**config.mk**
```make
export PLATFORM = sky130hd
export DESIGN_NAME = barrel_select_pipe
export DESIGN_NICKNAME = d
export VERILOG_FILES = /design/src/rtl/barrel_select_pipe.sv
export SDC_FILE = /design/constraint.sdc
export NUM_CORES = 1
export LEC_CHECK = 0
export CELL_PAD_IN_SITES_DETAIL_PLACEMENT = 1
export CELL_PAD_IN_SITES_GLOBAL_PLACEMENT = 1
export CORE_MARGIN = 8
export CORE_UTILIZATION = 32
export DETAILED_ROUTE_END_ITERATION = 6
export PLACE_DENSITY = 0.82
export SYNTH_ARGS = -nofsm -noshare
export SYNTH_HDL_FRONTEND = slang
export SYNTH_SLANG_ARGS = --single-unit
```
**constraint.sdc**
```tcl
create_clock -name clk -period 2.7 [get_ports clk]
set_input_delay 0.405 -clock clk [delete_from_list [all_inputs] [get_ports clk]]
set_output_delay 0.405 -clock clk [all_outputs]
set_load 0.01 [all_outputs]
```
**src/rtl/barrel_select_pipe.sv**
```systemverilog
// barrel_select_pipe: picks one of NCH channels, then passes, rotates or shifts it.
// Two registered stages with valid/ready flow control on both sides.
module barrel_select_pipe #(
    parameter int WIDTH = 64,
    parameter int NCH   = 10,
    parameter int SELW  = 4,
    parameter int SHW   = 6
) (
    input  logic                 clk,
    input  logic                 rst_n,
    input  logic [NCH*WIDTH-1:0] in_data,
    input  logic [SELW-1:0]      in_sel,
    input  logic [SHW-1:0]       in_shamt,
    input  logic [1:0]           in_mode,
    input  logic                 in_valid,
    output logic                 in_ready,
    output logic [WIDTH-1:0]     out_data,
    output logic                 out_valid,
    input  logic                 out_ready,
    output logic                 sel_err,
    input  logic                 err_clr
);

    typedef struct packed {
        logic [WIDTH-1:0] chan;
        logic [SHW-1:0]   shamt;
        logic [1:0]       mode;
    } s1_t;

    localparam logic [SELW:0] NCH_L = (SELW+1)'(NCH);

    logic               s1_valid;
    s1_t                s1_q;
    logic               s1_en;
    logic               s2_en;
    logic               accept;
    logic               sel_ok;
    logic [WIDTH-1:0]   last_good;
    logic [WIDTH-1:0]   chan_pick;
    logic [WIDTH-1:0]   result;
    logic [2*WIDTH-1:0] rot_dbl;

    assign s2_en    = !out_valid || out_ready;
    assign s1_en    = !s1_valid || s2_en;
    assign in_ready = rst_n && s1_en;
    assign accept   = in_valid && in_ready;
    assign sel_ok   = {1'b0, in_sel} < NCH_L;

    // An out-of-range select falls through to the last good selection.
    always_comb begin
        chan_pick = last_good;
        for (int k = 0; k < NCH; k++) begin
            if (in_sel == SELW'(k)) chan_pick = in_data[k*WIDTH +: WIDTH];
        end
    end

    // Rotate as the upper half of the self-concatenation shifted left.
    assign rot_dbl = {s1_q.chan, s1_q.chan} << s1_q.shamt;

    always_comb begin
        result = s1_q.chan;
        case (s1_q.mode)
            2'b00:   result = s1_q.chan;
            2'b01:   result = rot_dbl[2*WIDTH-1 -: WIDTH];
            2'b10:   result = s1_q.chan << s1_q.shamt;
            2'b11:   result = s1_q.chan >> s1_q.shamt;
            default: result = s1_q.chan;
        endcase
    end

    always_ff @(posedge clk) begin
        if (!rst_n) begin
            s1_valid  <= 1'b0;
            s1_q      <= '0;
            last_good <= '0;
        end else begin
            if (s1_en) s1_valid <= accept;
            if (accept) begin
                s1_q.chan  <= chan_pick;
                s1_q.shamt <= in_shamt;
                s1_q.mode  <= in_mode;
                if (sel_ok) last_good <= chan_pick;
            end
        end
    end

    always_ff @(posedge clk) begin
        if (!rst_n) begin
            out_valid <= 1'b0;
            out_data  <= '0;
        end else if (s2_en) begin
            out_valid <= s1_valid;
            if (s1_valid) out_data <= result;
        end
    end

    // A bad accept beats a simultaneous clear.
    always_ff @(posedge clk) begin
        if (!rst_n) sel_err <= 1'b0;
        else if (accept && !sel_ok) sel_err <= 1'b1;
        else if (err_clr) sel_err <= 1'b0;
    end

endmodule
```
==> flow_metrics.env <==
export IMPL_worst_slew_pin_slew_ps=1130
export IMPL_violations="setup timing"
export IMPL_reg2reg_slack_ps=-470
export IMPL_min_path_cells=4
export IMPL_cts_buffers_inserted=28
export IMPL_cts_tree="done"
export IMPL_drt_pass1_iterations=7
export IMPL_max_freq_mhz=315
export IMPL_clock_root_buffer="clkbuf_16"
export IMPL_clock_sinks=203
export IMPL_io_pins=724
export IMPL_yosysWarnings=0
export IMPL_skew_ps=79.1
export IMPL_maxCapViolCount=0
export IMPL_grt_max_degree=125
export IMPL_path_max_fanout=8
export IMPL_worst_skew_pair_late_latency_ps=650
export IMPL_grt_util_all_layers=0.488
export IMPL_wl_um=222000
export IMPL_grt_pass1_vias=34800
export IMPL_drtIter0Drc=5268
export IMPL_reg2reg_from="s1_q[3]$_SDFFE_PN0P_"
export IMPL_fin_nets=4718
export IMPL_fin_crit_ps=3170
export IMPL_ir_worst_vdd_mv=0.580
export IMPL_rr_worst_depth=11
export IMPL_critPathLaunchType="flip-flop"
export IMPL_cts_clk_slew_worst_paths_ps=80
export IMPL_cp_arrival_ps=3640
export IMPL_fin_crit_sh=1.17
export IMPL_synth_area_mux_share=0.369
export IMPL_status="finished, violations left"
export IMPL_mostFrequentLayoutCell="clkdlybuf4s50_1"
export IMPL_post_dp_hpwl_um=180000
export IMPL_whs_endpoint="out_valid$_SDFFE_PN0P_"
export IMPL_synth_compound_area_frac=0.256
export IMPL_viasPerCell=6.85
export IMPL_avgSynthCellArea_um2=8.42
export IMPL_p_leak_nw=15.7
export IMPL_grt_overflow=0
export IMPL_relSlewSlack=0.243
export IMPL_cp_required_ps=3170
export IMPL_numPortBuffers=723
export IMPL_r2r_end="out_data[7]$_SDFFE_PN0P_"
export IMPL_synthFlopType="dfxtp_1"
export IMPL_synthCells=2890
export IMPL_synth_cell_types=81
export IMPL_ys_async_sr_fraction=0
export IMPL_synth_xor_area_frac=0
export IMPL_drcViolationCount=0
export IMPL_drv_slew=0
export IMPL_synth_fa_ha_area_frac=0
export IMPL_layout_setup_ws_ps=-470
export IMPL_synth_top_family_by_area="multiplexers"
export IMPL_startpoint="s1_q[3]$_SDFFE_PN0P_"
export IMPL_syn_num_nets=3547
export IMPL_hold_viol=0
export IMPL_htree_levels=1
export IMPL_final_layout_size_suffix_gt1_frac=0.344
export IMPL_setup_viol=64
export IMPL_ys_seq_area_frac=0.167
export IMPL_worstSetupEndpointType="flip-flop"
export IMPL_die_h_um=292
export IMPL_grt_setup_unrepaired="yes"
export IMPL_hp_start="rst_n"
export IMPL_antenna_found_initial=99
export IMPL_utilization=0.539
export IMPL_synth_simple_area_share=0.142
export IMPL_rows=101
export IMPL_routed_via_count=35200
export IMPL_power_density_nw_per_um2=416
export IMPL_setup_tns_ps=-19580
export IMPL_clockBufferDepth=3
export IMPL_drtAntennaViolNets=0
export IMPL_area_growth_pct=67.3
export IMPL_die_width_um=292
export IMPL_hold_path_class="primary input to flip-flop"
export IMPL_synth_edf_count=0
export IMPL_synthesis_area_um2=24300
export IMPL_final_cell_mix="clkdlybuf4s50_1, buf_4, nand2_1"
export IMPL_initial_core_util=0.322
export IMPL_grt_first_pass_wirelength_um=294000
export IMPL_gp_congestion=1.11
export IMPL_critical_path_class="flip-flop to flip-flop"
export IMPL_dieArea_um2=85100
export IMPL_ys_ff_latch=203
export IMPL_worst_hold_slack_ps=265
export IMPL_core_area_um2=75600
export IMPL_wl_per_cell_um=43.1
-- worst max-delay path, cell delays in order (launching register included) --
cell and delay [ps]:
dfxtp_4 460, buf_4 160, buf_12 120, buf_8 120, mux4_2 650, mux4_2 600, mux2i_4 310, buf_6 150
a21oi_1 70, o32ai_2 130, buf_4 170, o22ai_1 70
-- sequential cells by signal, indices dropped and copies added (netlist names) --
| register | flops |
|---|---|
| last_good | 64 |
| out_data | 64 |
| out_valid | 1 |
| s1_q | 72 |
| s1_valid | 1 |
| sel_err | 1 |
-- what timing repair did --
item | in CTS | in global routing
buffers inserted | 54 | 32
pin swaps | 58 | 63
endpoints found under the hold margin | 0 | 0
hold buffers | 0 | 0
resized for setup | 223 | 115
endpoints found under the setup margin | 64 | 65
gates cloned | 5 | 1
-- synthesized netlist by cell type (21+ instances only) --
| master | count | area [um^2] |
|---|---|---|
| o22ai_1 | 113 | 707 |
| mux2i_1 | 179 | 1790 |
| nand2b_1 | 30 | 188 |
| o21ai_0 | 146 | 731 |
| mux2_2 | 138 | 1550 |
| o31a_1 | 23 | 201 |
| mux2_1 | 21 | 236 |
| o211ai_1 | 55 | 413 |
| a221oi_1 | 39 | 342 |
| a211oi_1 | 34 | 255 |
| dfxtp_1 | 203 | 4060 |
| o21ai_1 | 40 | 200 |
| nand2_1 | 368 | 1380 |
| a222oi_1 | 32 | 320 |
| nor2_1 | 229 | 860 |
| buf_2 | 66 | 330 |
| clkbuf_1 | 245 | 920 |
| a31oi_1 | 51 | 319 |
| buf_1 | 35 | 131 |
| mux4_2 | 238 | 5360 |
| o221ai_1 | 23 | 201 |
| nand3_1 | 92 | 460 |
| a21oi_1 | 188 | 941 |
-- worst max path at each step --
stage	endpoint	slack, ps	cells after the start
final	out_data[7]$_SDFFE_PN0P_	-470	11
after global routing	out_data[3]$_SDFFE_PN0P_	-470	11
after floorplan	out_data[4]$_SDFFE_PN0P_	70	10
after detailed placement	out_data[62]$_SDFFE_PN0P_	-620	12
after CTS	out_data[2]$_SDFFE_PN0P_	-330	10
after global placement	out_data[62]$_SDFFE_PN0P_	-620	11
-- cell type report --
cell class,count,area (um^2)
Tap cell,978,1220
Clock inverter,10,91.3
Multi-Input combinational cell,2306,19800
Timing Repair Buffer,1509,14500
Clock buffer,42,833
Antenna cell,81,203
Inverter,13,51.3
Sequential cell,203,4080
Fill cell,8522,34800
-- cells by family after synthesis --
group	Yosys count
AOI/OAI and AO/OA	922
and+or+nand+nor	807
muxes	577
buffers and inverters	381
DFF	203
-- metal layers --
layer,vias to the layer above,part of all wire,track usage
met4,14,0.10,0.374
li1,13700,-,-
met3,937,0.13,0.213
met1,17500,0.35,0.551
met5,-,0.0020,0.0215
met2,3105,0.42,0.720
-- through the flow --
| stage | setup slack, ps | total power, mW | cell area (um^2) | cells |
|---|---|---|---|---|
| final | -470 | 17.0 | 40700 | 5142 |
| after global routing | -472 | 17.1 | 40700 | 5118 |
| after CTS | -326 | 16.2 | 39900 | 5034 |
| after detailed placement | -616 | 11.9 | 37400 | 4928 |
| after global placement | -624 | 11.8 | 37400 | 4928 |
| after floorplan | 70.8 | 6.90 | 24300 | 2890 |
-- power breakdown --
part / internal (mW) / switching (mW)
logic: 4.43 / 5.03
registers: 3.20 / 0.378
clock network: 2.15 / 1.77
total: 9.78 / 7.18
Power figures use the tool's default switching activity.
